===== src/rtl/uart_pkg.sv =====
// uart_pkg: shared UART types, parity codes and baud divisor helper.
//   uart_tx_state_t  transmitter FSM states
//   PAR_*            parity mode codes
//   baud_div()       integer clock divisor, truncated
package uart_pkg;
  typedef enum logic [2:0] {IDLE, START, DATA, PARITY, STOP} uart_tx_state_t;
  localparam int PAR_NONE = 0;
  localparam int PAR_ODD = 1;
  localparam int PAR_EVEN = 2;
  function automatic int baud_div(input longint clk_hz, input longint baud);
    return int'(clk_hz / baud);
  endfunction
endpackage


===== src/rtl/uart_tx_stream_if.sv =====
// uart_tx_stream_if: byte-stream valid/ready handshake.
//   s_data   word from source
//   s_valid  source has a word
//   s_ready  sink can accept; accept = s_valid & s_ready at clk edge
interface uart_tx_stream_if #(parameter int DATA_BITS = 8);
  logic [DATA_BITS-1:0] s_data;
  logic s_valid;
  logic s_ready;
  modport master(output s_data, s_valid, input s_ready);
  modport slave(input s_data, s_valid, output s_ready);
endinterface


===== src/rtl/uart_baud_gen.sv =====
// uart_baud_gen: divide-by-DIV counter with sync clear and wrap tick.
//   clk, rst  clock, async active-high reset
//   clr       restart the count at 0 on the next edge
//   cnt       current position within the bit, 0..DIV-1
//   tick      high during the last clock of each bit (cnt == DIV-1)
module uart_baud_gen #(
  parameter int DIV = 4
) (
  input  logic                   clk,
  input  logic                   rst,
  input  logic                   clr,
  output logic [$clog2(DIV)-1:0] cnt,
  output logic                   tick
);
  localparam int W = $clog2(DIV);
  localparam logic [W-1:0] TOP = W'(DIV - 1);
  assign tick = cnt == TOP;
  always_ff @(posedge clk or posedge rst)
    if (rst) cnt <= '0;
    else cnt <= (clr || tick) ? '0 : cnt + 1'b1;
endmodule


===== src/rtl/uart_tx_stream.sv =====
// uart_tx_stream: UART transmitter fed by a valid/ready byte stream.
//   clk, rst  clock, async active-high reset
//   s         stream slave: s_data, s_valid in; s_ready out (high exactly in IDLE)
//   tx        serial line, idle high
//   busy      frame in progress
//   tx_done   1-cycle pulse in the last clock of the final stop bit
module uart_tx_stream import uart_pkg::*; #(
  parameter int CLK_FREQ_HZ = 50_000_000,
  parameter int BAUD_RATE = 115_200,
  parameter int DATA_BITS = 8,
  parameter int PARITY = 0,
  parameter int STOP_BITS = 1
) (
  input  logic                    clk,
  input  logic                    rst,
  uart_tx_stream_if.slave         s,
  output logic                    tx,
  output logic                    busy,
  output logic                    tx_done
);
  localparam int DIV = baud_div(CLK_FREQ_HZ, BAUD_RATE);
  localparam int BW = $clog2(DIV);
  localparam int CW = $clog2(DATA_BITS + 1);
  localparam logic [BW-1:0] PRE_LAST = BW'(DIV - 2);
  localparam logic [CW-1:0] LAST_D = CW'(DATA_BITS - 1);
  localparam logic [CW-1:0] LAST_S = CW'(STOP_BITS - 1);
  localparam bit HAS_PAR = PARITY != PAR_NONE;
  if (DIV < 2) begin : g_bad_div
    $error("uart_tx_stream: clock divisor must be at least 2");
  end
  if (DATA_BITS < 5 || DATA_BITS > 9) begin : g_bad_bits
    $error("uart_tx_stream: DATA_BITS must be 5..9");
  end
  if (PARITY != PAR_NONE && PARITY != PAR_ODD && PARITY != PAR_EVEN) begin : g_bad_par
    $error("uart_tx_stream: PARITY must be 0, 1 or 2");
  end
  if (STOP_BITS != 1 && STOP_BITS != 2) begin : g_bad_stop
    $error("uart_tx_stream: STOP_BITS must be 1 or 2");
  end
  uart_tx_state_t state;
  logic [DATA_BITS-1:0] shift;
  logic par;
  logic [CW-1:0] bit_cnt;
  logic [BW-1:0] baud_cnt;
  logic tick;
  // Holding the counter clear through IDLE aligns every frame to the accept edge.
  uart_baud_gen #(.DIV(DIV)) u_baud (
    .clk  (clk),
    .rst  (rst),
    .clr  (state == IDLE),
    .cnt  (baud_cnt),
    .tick (tick)
  );
  // tx is registered, so each bit value is loaded on the edge that ends the previous bit.
  always_ff @(posedge clk or posedge rst)
    if (rst) begin
      state <= IDLE;
      shift <= '0;
      par <= 1'b0;
      bit_cnt <= '0;
      tx <= 1'b1;
      s.s_ready <= 1'b1;
      busy <= 1'b0;
      tx_done <= 1'b0;
    end else begin
      // Registered pulse: raised one clock early so it lands in the final stop clock.
      tx_done <= state == STOP && bit_cnt == LAST_S && baud_cnt == PRE_LAST;
      case (state)
        IDLE:
          if (s.s_valid) begin
            state <= START;
            shift <= s.s_data;
            par <= (PARITY == PAR_ODD) ? ~^s.s_data : ^s.s_data;
            bit_cnt <= '0;
            tx <= 1'b0;
            s.s_ready <= 1'b0;
            busy <= 1'b1;
          end
        START:
          if (tick) begin
            state <= DATA;
            tx <= shift[0];
            shift <= shift >> 1;
          end
        DATA:
          if (tick) begin
            if (bit_cnt == LAST_D) begin
              state <= HAS_PAR ? uart_pkg::PARITY : STOP;
              tx <= HAS_PAR ? par : 1'b1;
              bit_cnt <= '0;
            end else begin
              bit_cnt <= bit_cnt + 1'b1;
              tx <= shift[0];
              shift <= shift >> 1;
            end
          end
        uart_pkg::PARITY:
          if (tick) begin
            state <= STOP;
            tx <= 1'b1;
          end
        STOP:
          if (tick) begin
            if (bit_cnt == LAST_S) begin
              state <= IDLE;
              s.s_ready <= 1'b1;
              busy <= 1'b0;
            end else bit_cnt <= bit_cnt + 1'b1;
          end
        default: begin
          state <= IDLE;
          tx <= 1'b1;
          s.s_ready <= 1'b1;
          busy <= 1'b0;
        end
      endcase
    end
endmodule

===== src/flat_wrapper.sv =====
// flat-port wrapper written by rule: the top's interface ports become plain ports
module uart_tx_stream_flat import uart_pkg::*;
#(
  parameter int CLK_FREQ_HZ = 50_000_000,
  parameter int BAUD_RATE = 115_200,
  parameter int DATA_BITS = 8,
  parameter int PARITY = 0,
  parameter int STOP_BITS = 1
)
  (clk, rst, tx, busy, tx_done, s_s_data, s_s_valid, s_s_ready);
  uart_tx_stream_if #(.DATA_BITS(DATA_BITS)) s_i ();
  input  logic clk;
  input  logic rst;
  output logic tx;
  output logic busy;
  output logic tx_done;
  input wire logic [$bits(s_i.s_data)-1:0] s_s_data;
  input wire logic [$bits(s_i.s_valid)-1:0] s_s_valid;
  output wire logic [$bits(s_i.s_ready)-1:0] s_s_ready;
  assign s_i.s_data = s_s_data;
  assign s_i.s_valid = s_s_valid;
  assign s_s_ready = s_i.s_ready;
  uart_tx_stream #(.CLK_FREQ_HZ(CLK_FREQ_HZ), .BAUD_RATE(BAUD_RATE), .DATA_BITS(DATA_BITS), .PARITY(PARITY), .STOP_BITS(STOP_BITS)) u_core (.clk(clk), .rst(rst), .s(s_i), .tx(tx), .busy(busy), .tx_done(tx_done));
endmodule

===== config.mk =====
export PLATFORM = sky130hd
export DESIGN_NAME = uart_tx_stream_flat
export DESIGN_NICKNAME = d
export VERILOG_FILES = /design/src/rtl/uart_pkg.sv /design/src/rtl/uart_tx_stream_if.sv /design/src/rtl/uart_baud_gen.sv /design/src/rtl/uart_tx_stream.sv /design/src/flat_wrapper.sv
export SDC_FILE = /design/constraint.sdc
export NUM_CORES = 1
export LEC_CHECK = 0
export ABC_AREA = 1
export BUFFER_PORTS_ARGS = -buffer_cell sky130_fd_sc_hd__buf_2
export CORE_MARGIN = 3
export CORE_UTILIZATION = 30
export CTS_BUF_LIST = sky130_fd_sc_hd__clkbuf_8
export DETAILED_ROUTE_END_ITERATION = 7
export PLACE_DENSITY = 0.45
export SETUP_SLACK_MARGIN = 0.15
export SLEW_MARGIN = 20
export SYNTH_ARGS = -nofsm -noshare
export SYNTH_HDL_FRONTEND = slang
export SYNTH_HIERARCHICAL = 1
export SYNTH_SLANG_ARGS = --single-unit

===== constraint.sdc =====
create_clock -name clk -period 1.9 [get_ports clk]
set_input_delay 0.285 -clock clk [delete_from_list [all_inputs] [get_ports clk]]
set_output_delay 0.285 -clock clk [all_outputs]
set_load 0.005 [all_outputs]

# After elaboration in Yosys (flattened, before gate mapping)
# Index checks and enable logic that the tools add are counted.
# op_classes
add_sub_neg	2
n_mul	0
n_div	0
magnitude_cmp	0
n_eq_ne	16
n_shift	0
mux	33
bitwise_logic	2
n_reduce_logical	13
# op_table
op	count
$mux 8	4
$pmux 8 s3	1
$mux 3	7
$mux 4	5
$eq 9x9->1 const B	2
$ne 2x2->1 const B	8
$pmux 3 s5	1
$reduce_and 5->1	3
$pmux 4 s3	1
$mux 1	10
$add 9x1->9 const B	1
$mux 9	1
$reduce_and 7->1	1
$eq 3x2->1 const B	2
$pmux 1 s3	2
$reduce_bool 3->1	2
$pmux 1 s5	1
$add 4x1->4 const B	1
$eq 4x3->1 const B	1
$logic_not 4->1	1
$reduce_and 4->1	1
$eq 3x1->1 const B	1
$eq 3x3->1 const B	1
$logic_not 3->1	1
5 further kinds	7
# word_totals
ff_bits	28
latchBits	0
ramBits	0
rom_bits	0
input_bits	11
output_inout_bits	4
word_cells	74
memories	0

# Longest topological paths before layout
# Gate-level depths: netlist (run 1).
# logic_depth
depth_word	4
depth_mapped	13

# Modules after synthesis
# The synthesis (run 1) kept the hierarchy.
# by_module_without_submodules
mod	instances	cells_per_inst	area_each_um2	seq_area_each_um2
uart_tx_stream	1	176	1196.1	478.0
uart_baud_gen	1	69	506.7	225.2

# Least setup slack after synthesis (run 1)
# Ideal clock, no wire load.
# synth_path
kind	flip-flop to flip-flop
from	reg u_core.u_baud.cnt[0]
to	reg u_core.busy
t_arrival_ns	1.436
required_time_ns	1.782
path_slack_ns	0.347
stages_incl_launch_ff	13
n_path_buf	0
period_less_slack_ns	1.553
cell_sequence	dfrtp_1 -> ha_1 -> nand2_1 -> nor2_1 -> nand2_1 -> inv_1 -> inv_1 -> nand3_1 -> nand2_1 -> nor2_4 -> nand2_1 -> nand2_1 -> nand2_1
# synth_between
elab_chain_cells	3
# synth_rtl
element	line_no	text
start: declaration	uart_baud_gen.sv:12	output logic [$clog2(DIV)-1:0] cnt,
start signal: assignment	uart_baud_gen.sv:20	else cnt <= (clr || tick) ? '0 : cnt + 1'b1;
$eq 9x9->1	uart_baud_gen.sv:17	assign tick = cnt == TOP;
via u_core.tick	uart_tx_stream.sv:45	logic tick;
$ne 2x2->1 (no source line)	n/a	
$reduce_and 4->1 (no source line)	n/a	
end signal: assignment	uart_tx_stream.sv:63	busy <= 1'b0;
end signal: assignment	uart_tx_stream.sv:77	busy <= 1'b1;
end signal: assignment	uart_tx_stream.sv:107	busy <= 1'b0;
end: declaration	uart_tx_stream.sv:18	output logic busy,
# The timed path passes the listed nets, and every way through them passes these cells.
# A chain may end at the register's enable or synchronous reset.

# Worst setup path in the final report (run 1)
# layout_path
from	reg u_core.u_baud.cnt[1]
to	reg u_core.busy
# The elaborated chain is that of the path after synthesis.

==> flow_metrics.tcl, run 1 <==
set metrics [dict create \
    finalNetCount 284 \
    area_growth_pct 16.8 \
    cp_slowest_cell "dfrtp_1" \
    synth.avg_cell_area_um2 6.95 \
    io_buffers 14 \
    synthCells 245 \
    antenna_left 0 \
    ios 15 \
    die_y_um 81.3 \
    leakagePower_nw 1.06 \
    crit_fanout 6 \
    ys_seq_elements 28 \
    antenna_found_initial 0 \
    viasPerCell 4.38 \
    vias 1482 \
    end_kind "flip-flop" \
    num_rows 26 \
    finalInstanceArea_um2 1990 \
    synth-main-ff-cell "dfrtp_1" \
    crit_type "reg2reg" \
    root_buffer "clkbuf_8" \
    initialDrtViolationCount 71 \
    coreArea_um2 5300 \
    drive_above_1_share_pct 19.4 \
    drc_errors 0 \
    wl_per_cell_um 11.0 \
    outcome "completed" \
    rsz0062_at_grt "true" \
    hold_violations 0 \
    cts_buffer_depth 2 \
    cp.arrival_ns 1.77 \
    cts_max_level 1 \
    fin_worst_skew_ns 0.00559 \
    async_flop_share_pct 100 \
    clock-sinks 28 \
    cp-start-kind "flip-flop" \
    cp_num_buf_inv 3 \
    worstMarginPinSlew_ns 0.377 \
    grt_first_pass_wirelength_um 6380 \
    cp_top_family "simple AND/OR/NAND/NOR gates" \
    die_w_um 81.3 \
    netlist_area_um2 1700 \
    diodes 0 \
    cp_common_cell "nand2_1" \
    cp.required_ns 2.07 \
    fillers 587 \
    finalCritPeriodShare_pct 84.1 \
    report.final.slew_viol_count 0 \
    drt-total-wl_um 3730 \
    vdd_drop_max_v 0.000521 \
    seq_area_um2 703 \
    synth_edf_count 0 \
    start_util_pct 32.1 \
    yosys-top-cells-count "nand2_1 (107), nor2_1 (27), dfrtp_1 (26)" \
    fp.dieArea_um2 6620 \
    yosys.cell_types.count 24 \
    multi_input_area_um2 918 \
    ys_seq_area_share_pct 41.3 \
    synth_top_area_share_pct 38.2 \
    postSynthNetCount 260 \
    setup_viol 0 \
    routabilityCongestion 0.820 \
    setup_slack_ns 0.302 \
    grt_usage_pct 12.4 \
    max_cap_violations 0 \
    post_cts_buffers 0 \
    grt_pass1_vias 1374 \
    crit_path_max_incr_delay_ns 0.42 \
    powerDensity_nw_per_um2 1370 \
    insertion_delay_ns 0.28 \
    place_ws_ns 0.192 \
    clkTransAtPathRegs_ns 0.10 \
    period_minus_slack_ns 1.60 \
    ys_warn_count 6 \
    overflow 0 \
    grt_start_max_net_pins 20 \
    finalSetupTns_ns 0 \
    placed_cell_area_um2 1890 \
    post-synth-top-count-cell "nand2_1" \
    relSlewSlack_pct 74.8 \
    firstDrtPassIters 6 \
    synth_area_leader_cell "dfrtp_1" \
    hpwl_um 2780 \
    hp-class "in2reg" \
    fmax_mhz 626 \
    ys_top_cells_by_area "dfrtp_1 (38%), nand2_1 (24%), nor2_1 (6.0%)" \
    cts_buffers 3 \
    cts_tree "yes" \
    worstPathCellList "inv_1 -> ha_1 -> nand2_1 -> nor2_2 -> nand2_2 -> inv_2 -> inv_2 -> nand3_4 -> nand2_4 -> nor2_4 -> nand2_2 -> nand2_1 -> nand2_1" \
]
-- cells in the final DEF, fill, tap and decap left out, drive strengths merged --
master | netlist | final
nand2 | 110 | 110
inv | 31 | 32
nor2 | 31 | 31
dfrtp | 26 | 26
nand3 | 21 | 21
buf | 1 | 19
a21oi | 7 | 7
nand3b | 4 | 4
ha | 4 | 4
clkbuf | 0 | 3
xnor2 | 3 | 3
nand4 | 2 | 2
dfstp | 2 | 2
dlygate4sd3 | 0 | 1
o21ai | 1 | 1
nor4 | 1 | 1
xor2 | 1 | 1
-- routing by layer --
layer / GRT usage, % / up-vias / part of all wire (%)
li1: - / 794 / -
met1: 17.9 / 669 / 54
met2: 18.6 / 14 / 43
met3: 2.00 / 5 / 1.8
met4: 4.05 / 0 / 1.2
met5: 0 / - / 0
-- power by group --
part           switching (W)  total, W  internal (W)
Combinational       0.000917   0.00143      0.000515
Clock               0.000189  0.000334      0.000145
Sequential          0.000156  0.000959      0.000803
-- final timing paths --
check                                                    start                        endpoint  slack (ns)  cells past startpoint
worst max-delay path            u_core/u_baud/cnt[1]$_DFF_PP0_         u_core/busy$_DFFE_PP0P_        0.30                     13
worst min-delay path                               s_s_data[4]     u_core/shift[4]$_DFFE_PP0P_        0.31                      5
worst max register to register  u_core/u_baud/cnt[1]$_DFF_PP0_         u_core/busy$_DFFE_PP0P_        0.30                     13
worst min register to register    u_core/s.s_ready$_DFFE_PP1P_    u_core/s.s_ready$_DFFE_PP1P_        0.47                      2
max in group asynchronous                                  rst           u_core/tx$_DFFE_PP1P_        1.05                      4
min in group asynchronous                                  rst  u_core/u_baud/cnt[3]$_DFF_PP0_        0.51                      3
-- cell type report --
class | count | area share, %
Clock inverter | 1 | 0.189
Multi-Input combinational cell | 185 | 46.2
Sequential cell | 28 | 35.4
Inverter | 31 | 5.85
Timing Repair Buffer | 20 | 5.92
Clock buffer | 3 | 2.08
Tap cell | 70 | 4.41
-- through the flow --
stage	instances	util (%)	hold WS (ns)	power [W]
floorplan	245	-	0.113	0.00198
detailed placement	333	35.7	0.282	0.00238
global placement	333	35.7	0.300	0.00239
CTS	338	36.7	0.305	0.00274
finish	338	37.5	0.312	0.00273
global route	338	37.5	0.342	0.00304
-- kinds of logic (layout without fill, tap and decap cells) --
kind of cell | Yosys count | in the layout | share of synthesized area (%)
and+or+nand+nor | 169 | 169 | 43.4
DFF | 28 | 28 | 41.3
xor gates and xnor gates | 4 | 4 | 2.06
adders and majority gates | 4 | 4 | 2.94
AOI/OAI and AO/OA | 8 | 8 | 3.23
buffers and inverters | 32 | 55 | 7.13
-- flip-flops by register name, summed over array words and instances (netlist names) --
name and flops:
u_core/busy 1, u_core/bit_cnt 4, u_core/u_baud/cnt 9, u_core/tx_done 1
u_core/state 3, u_core/shift 8, u_core/s.s_ready 1, u_core/tx 1
-- tightest hold or removal path, delay by kind of cell --
family | cells | cell delay [ns]
and+or+nand+nor | 4 | 0.20
buffers and inverters | 1 | 0.08
-- what timing repair did --
| action | in CTS | in global routing |
|---|---|---|
| hold buffers | 1 | 0 |
| resized for setup | 0 | 12 |
| hold endpoints to repair | 9 | 0 |
| setup endpoints to repair | 0 | 18 |
Note: power is estimated with default switching activity, not from simulation.
==> run 2: changes to the inputs <==
clock period = 1.5 ns   (was 1.9 ns; I/O delays follow)
==> run 2 against run 1 <==
The flow now finishes with violations (setup timing). Combinational power increased by 49%. Core utilization up 3.2 points. Global-route usage is 0.64 points higher. Worst hold slack worse by 0.050 ns. First-iteration DRC count fell by 9.9%. Clock-buffer cell count unchanged. Critical path depth is 2 lower. Sequential cell count stayed put. Sequential share of layout area down 2.7 points. Register-to-register slack got worse by 0.36 ns. Clock power increased by 22%. Fmax increased by 2.5%.
==> flow_metrics.tcl, run 2 (synthesis gave the netlist of run 1 again) <==
set metrics [dict create \
    crit_type "reg2reg" \
    cp_slowest_cell "dfrtp_1" \
    cp_top_family "simple AND/OR/NAND/NOR gates" \
    overflow 0 \
    top_register "u_core/u_baud/cnt" \
    worstMarginPinSlew_ns 0.393 \
    hpwl_um 2880 \
    clock-sinks 28 \
    grt_util_met1_pct 20.3 \
    grt_util_met2_pct 18.4 \
    drive_above_1_share_pct 27.3 \
    grt_usage_pct 13.0 \
    seq_area_um2 704 \
    viasPerCell 4.30 \
    vias 1531 \
    fin_worst_skew_ns 0.00966 \
    hold_start "s_s_data[3]" \
    ios 15 \
    fillers 563 \
    relSlewSlack_pct 73.8 \
    root_buffer "clkbuf_8" \
    hp-class "in2reg" \
    final_cell_mix "nand2_1 (99), nor2_1 (25), dfrtp_1 (25)" \
    firstDrtPassIters 4 \
    drt-total-wl_um 3800 \
    cts_max_level 1 \
    io_buffers 14 \
    rsz0062_at_grt "true" \
    cp.required_ns 1.66 \
    largestRegisters "u_core/u_baud/cnt (9), u_core/shift (8), u_core/bit_cnt (4)" \
    grt_first_pass_wirelength_um 6690 \
    violations "setup timing" \
    fmax_mhz 642 \
    power.total_w 0.00373 \
    crit_fanout 8 \
    fp.dieArea_um2 6620 \
    largest_reg_flops 9 \
    period_minus_slack_ns 1.56 \
    met3_usage_pct 1.66 \
    vdd_drop_max_v 0.000488 \
    cts_buffer_depth 2 \
    cp.arrival_ns 1.72 \
    powerDensity_nw_per_um2 1730 \
    grt_pass1_vias 1421 \
    worstPathCellList "inv_1 -> ha_2 -> nand2_1 -> nor2_1 -> nand2_1 -> inv_2 -> inv_4 -> a21oi_4 -> nand2_4 -> nand2_1 -> nand2_1" \
    reg2reg_from "u_core/u_baud/cnt[1]$_DFF_PP0_" \
    r2r_slack_ns -0.06 \
    grt_start_max_net_pins 20 \
    top_usage_layer "met1" \
    die_w_um 81.3 \
    drc_errors 0 \
    coreArea_um2 5300 \
    cp_common_cell "nand2_1" \
    setup_viol 15 \
    start_util_pct 32.1 \
    outcome "complete, but fails checks" \
    num_rows 26 \
    antenna_found_initial 0 \
    final_common_cell "nand2_1" \
    insertion_delay_ns 0.27 \
    diodes 0 \
    finalCritPeriodShare_pct 104 \
    routabilityCongestion 0.731 \
    crit_path_max_incr_delay_ns 0.39 \
    leakagePower_nw 1.15 \
    cp-start-kind "flip-flop" \
    clkTransAtPathRegs_ns 0.10 \
    setup_slack_ns -0.0581 \
    post-route-util_pct 40.7 \
    area_growth_pct 26.8 \
    antenna_left 0 \
    report.final.slew_viol_count 0 \
    end_kind "flip-flop" \
    cts_tree "yes" \
    multi_input_area_um2 940 \
    max_cap_violations 0 \
    critical_path.startpoint "u_core/u_baud/cnt[1]$_DFF_PP0_" \
    die_y_um 81.3 \
    cts_buffers 3 \
    wl_per_cell_um 10.7 \
    finalNetCount 303 \
    cp_num_buf_inv 3 \
    initialDrtViolationCount 64 \
    hold_violations 0 \
]
==> run 2: changes by cell type in the layout (fill, tap and decap cells not counted), sizes merged <==
cell,change
buf,+19
inv,-1
==> run 2: worst register-to-register path, delay by kind of cell (launching register included) <==
| kind | cells | cell delay [ns] |
|---|---|---|
| flip-flops | 1 | 0.39 |
| buffers and inverters | 3 | 0.21 |
| AND/OR/NAND/NOR | 6 | 0.50 |
| AO/OA/AOI/OAI | 1 | 0.21 |
| adder cells (fa/ha/maj) | 1 | 0.15 |
==> run 2: cell type report <==
cell class,instances,area share (%)
multi-input cells,185,43.5
flip-flops and latches,28,32.6
repair buffers,39,12.4
inverters,31,5.50
well taps,70,4.06
clock buffers,3,1.91
==> run 2: per-stage QoR <==
step	std cells	hold WS, ns	TNS (ns)	setup slack, ns	instance area (um2)
after floorplan	245	0.0529	-0.00433	-0.00433	1720
after global placement	351	0.235	-0.137	-0.0413	2040
after detailed placement	351	0.238	-0.477	-0.0861	2040
after CTS	356	0.250	-0.558	-0.0616	2110
after global routing	356	0.262	-3.22	-0.218	2160
final	356	0.262	-0.635	-0.0581	2160
==> run 2: final timing paths <==
kind / endpoint / cells past startpoint
max reg2reg: u_core/shift[0]$_DFFE_PP0P_ / 11
max in group asynchronous: u_core/tx$_DFFE_PP1P_ / 4
min in group asynchronous: u_core/u_baud/cnt[0]$_DFF_PP0_ / 3
max: u_core/shift[0]$_DFFE_PP0P_ / 11
min: u_core/shift[3]$_DFFE_PP0P_ / 5
min reg2reg: u_core/s.s_ready$_DFFE_PP1P_ / 2
==> run 2: what timing repair did <==
action	in CTS	in global routing
endpoints found under the hold margin	26	0
hold buffers	1	0
buffers inserted	1	0
pin swaps	2	7
gates cloned	0	0
setup endpoints to repair	19	27
resized for setup	5	12
==> run 2: per-layer routing <==
layer	vias to the layer above	wire [um]
met5	-	0
met4	0	25
met3	2	129
met2	14	1520
met1	682	2120
li1	833	-
==> run 2: power breakdown <==
group          leakage, nW  internal [W]  switching, W
logic                0.767      0.000867       0.00127
registers            0.360       0.00102      0.000169
clock network       0.0216      0.000180      0.000226
total                 1.15       0.00207       0.00166
==> run 3: changes to the inputs <==
CORE_UTILIZATION = 55   (was 30)
PLACE_DENSITY = 0.73   (was 0.45)
==> run 3 against run 2 <==
The flow still finishes with violations (setup timing). Sequential share of layout area down 0.67 points. Setup slack got worse by 0.0018 ns. Clock power up 47%. Core utilization increased by 37 points. Final cell count decreased by 11%. First-iteration DRC count grew 72%. Sequential power about the same. Critical path type unchanged. Worst hold slack lost 0.0022 ns. Non-clock buffer count decreased by 1. Global-route usage grew 9.0 points. Register-to-register slack about the same. Sequential cell count is the same.
==> flow_metrics.tcl, run 3 (synthesis gave the netlist of run 1 again) <==
set metrics [dict create \
    outcome "complete, but fails checks" \
    violations "setup timing" \
    cp.required_ns 1.68 \
    min_path_cells 4 \
    clock-sinks 28 \
    ios 15 \
    root_buffer "clkbuf_8" \
    initialDrtViolationCount 110 \
    num_rows 19 \
    max_cap_violations 0 \
    cts_buffers 3 \
    overflow 0 \
    crit_path_max_incr_delay_ns 0.38 \
    antenna_found_initial 0 \
    coreArea_um2 2850 \
    hold_violations 0 \
    fin_worst_skew_ns 0.00448 \
    fillers 236 \
    cp_common_cell "nand2_1" \
    hp-class "in2reg" \
    period_minus_slack_ns 1.56 \
    pwr-share-seq_pct 29.2 \
    worst-r2r-cell-count 13 \
    grt_usage_pct 22.0 \
    io_buffers 14 \
    final_cell_mix "nand2_1 (97), dfrtp_1 (25), inv_1 (22)" \
    cp_slowest_cell "dfrtp_1" \
    die_y_um 61.6 \
    fmax_mhz 641 \
    multi_input_area_um2 1010 \
    cp_top_family "simple AND/OR/NAND/NOR gates" \
    crit_fanout 6 \
    report.final.slew_viol_count 0 \
    internal-power_w 0.00223 \
    drt-total-wl_um 4070 \
    hpwl_um 2730 \
    insertion_delay_ns 0.27 \
    cts_buffer_depth 2 \
    sw_frac_of_total_pct 45.3 \
    grt_pass1_vias 1439 \
    cp.depth 13 \
    p_sw_w 0.00185 \
    antenna_left 0 \
    end_kind "flip-flop" \
    powerDensity_nw_per_um2 1850 \
    setup_viol 17 \
    cts_max_level 1 \
    relSlewSlack_pct 73.1 \
    cts_tree "yes" \
    drc_errors 0 \
    grt_first_pass_wirelength_um 6160 \
    viasPerCell 5.20 \
    seq_area_um2 704 \
    setup_slack_ns -0.0598 \
    clkTransAtPathRegs_ns 0.10 \
    final_common_cell "nand2_1" \
    area_growth_pct 29.5 \
    cp-start-kind "flip-flop" \
    vias 1649 \
    finalCritPeriodShare_pct 104 \
    holdWs_ns 0.259 \
    crit_type "reg2reg" \
    rsz0062_at_grt "true" \
    worstPathCellList "inv_1 -> ha_2 -> nand2_1 -> nor2_1 -> nand2_1 -> inv_2 -> inv_4 -> nand3_4 -> nand2_4 -> nor2_4 -> nand2_2 -> nand2_1 -> nand2_1" \
    fp.dieArea_um2 3800 \
    finalNetCount 302 \
    wl_per_cell_um 12.8 \
    stdcell_count 317 \
    vdd_drop_max_v 0.000829 \
    power_frac_comb_pct 56.2 \
    cp_num_buf_inv 3 \
    top_register "u_core/u_baud/cnt" \
    largestRegisters "u_core/u_baud/cnt (9), u_core/shift (8), u_core/bit_cnt (4)" \
    drive_above_1_share_pct 32.2 \
    diodes 0 \
    dpl.cell_count 310 \
    grt_start_max_net_pins 20 \
    clkPwrFrac_pct 14.6 \
    cp.arrival_ns 1.74 \
    leakagePower_nw 1.17 \
    worstMarginPinSlew_ns 0.403 \
    routabilityCongestion 0.889 \
    die_w_um 61.6 \
    largest_reg_flops 9 \
    firstDrtPassIters 4 \
    start_util_pct 59.7 \
]
==> run 3: cell count changes in the layout (fill, tap and decap cells not counted), moves of 2 or more <==
cell     delta
buf_4       -2
nand3_1     -7
nor2_2      +5
nor2_1      -6
nand2_1     -2
nand3_2     +7
==> run 3: final timing paths <==
path                                                startpoint  slack, ns                             end
worst max-delay path            u_core/u_baud/cnt[1]$_DFF_PP0_      -0.06         u_core/busy$_DFFE_PP0P_
worst min-delay path                               s_s_data[7]       0.26     u_core/shift[7]$_DFFE_PP0P_
worst max register to register  u_core/u_baud/cnt[1]$_DFF_PP0_      -0.06         u_core/busy$_DFFE_PP0P_
worst min register to register    u_core/s.s_ready$_DFFE_PP1P_       0.46    u_core/s.s_ready$_DFFE_PP1P_
max in group asynchronous                                  rst       0.71           u_core/tx$_DFFE_PP1P_
min in group asynchronous                                  rst       0.48  u_core/u_baud/cnt[0]$_DFF_PP0_
==> run 3: stage by stage <==
stage	area, um2	setup TNS, ns	utilization (%)	worst slack, ns	power, W
4_1_cts	2130	-0.0279	74.7	-0.0196	0.00393
5_1_grt	2200	-2.68	77.3	-0.191	0.00443
2_1_floorplan	1720	-0.00433	-	-0.00433	0.00254
3_3_place_gp	1980	0	69.4	0.0210	0.00312
6_report	2200	-0.616	77.3	-0.0598	0.00408
3_5_place_dp	1980	-0.0677	69.4	-0.0474	0.00315
==> run 3: area by class of cell <==
cell class	instances	share of cell area, %
Clock inverter	1	1.36
Multi-Input combinational cell	185	45.7
Inverter	31	5.39
Sequential cell	28	32.0
Timing Repair Buffer	38	12.0
Tap cell	31	1.76
Clock buffer	3	1.87
==> run 3: layer usage <==
layer | global-route usage [%] | share of wire [%] | wire length (um)
met4 | 6.36 | 0.52 | 21
met5 | 0 | 0 | 0
met3 | 2.52 | 4.5 | 185
met2 | 36.8 | 48 | 1950
met1 | 30.0 | 47 | 1910
==> run 3: power groups by stage <==
stage | logic [W] | clock network [W] | registers [W]
after floorplan | 0.00133 | 0 | 0.00121
after global placement | 0.00193 | 0 | 0.00119
after detailed placement | 0.00196 | 0 | 0.00119
after CTS | 0.00212 | 0.000618 | 0.00119
after global routing | 0.00256 | 0.000642 | 0.00123
final | 0.00229 | 0.000595 | 0.00119
==> run 3: worst reg2reg max path: stages (launching register included) <==
cell,delay [ns]
dfrtp_1,0.38
inv_1,0.06
ha_2,0.15
nand2_1,0.05
nor2_1,0.10
nand2_1,0.09
inv_2,0.09
inv_4,0.05
nand3_4,0.07
nand2_4,0.07
nor2_4,0.17
nand2_2,0.08
nand2_1,0.06
nand2_1,0.04
==> run 3: repair_timing <==
item	in CTS	in global routing
hold buffers	1	0
gates resized for setup	17	18
buffers inserted	1	1
setup endpoints to repair	19	28
pin swaps	9	11
endpoints found under the hold margin	26	0
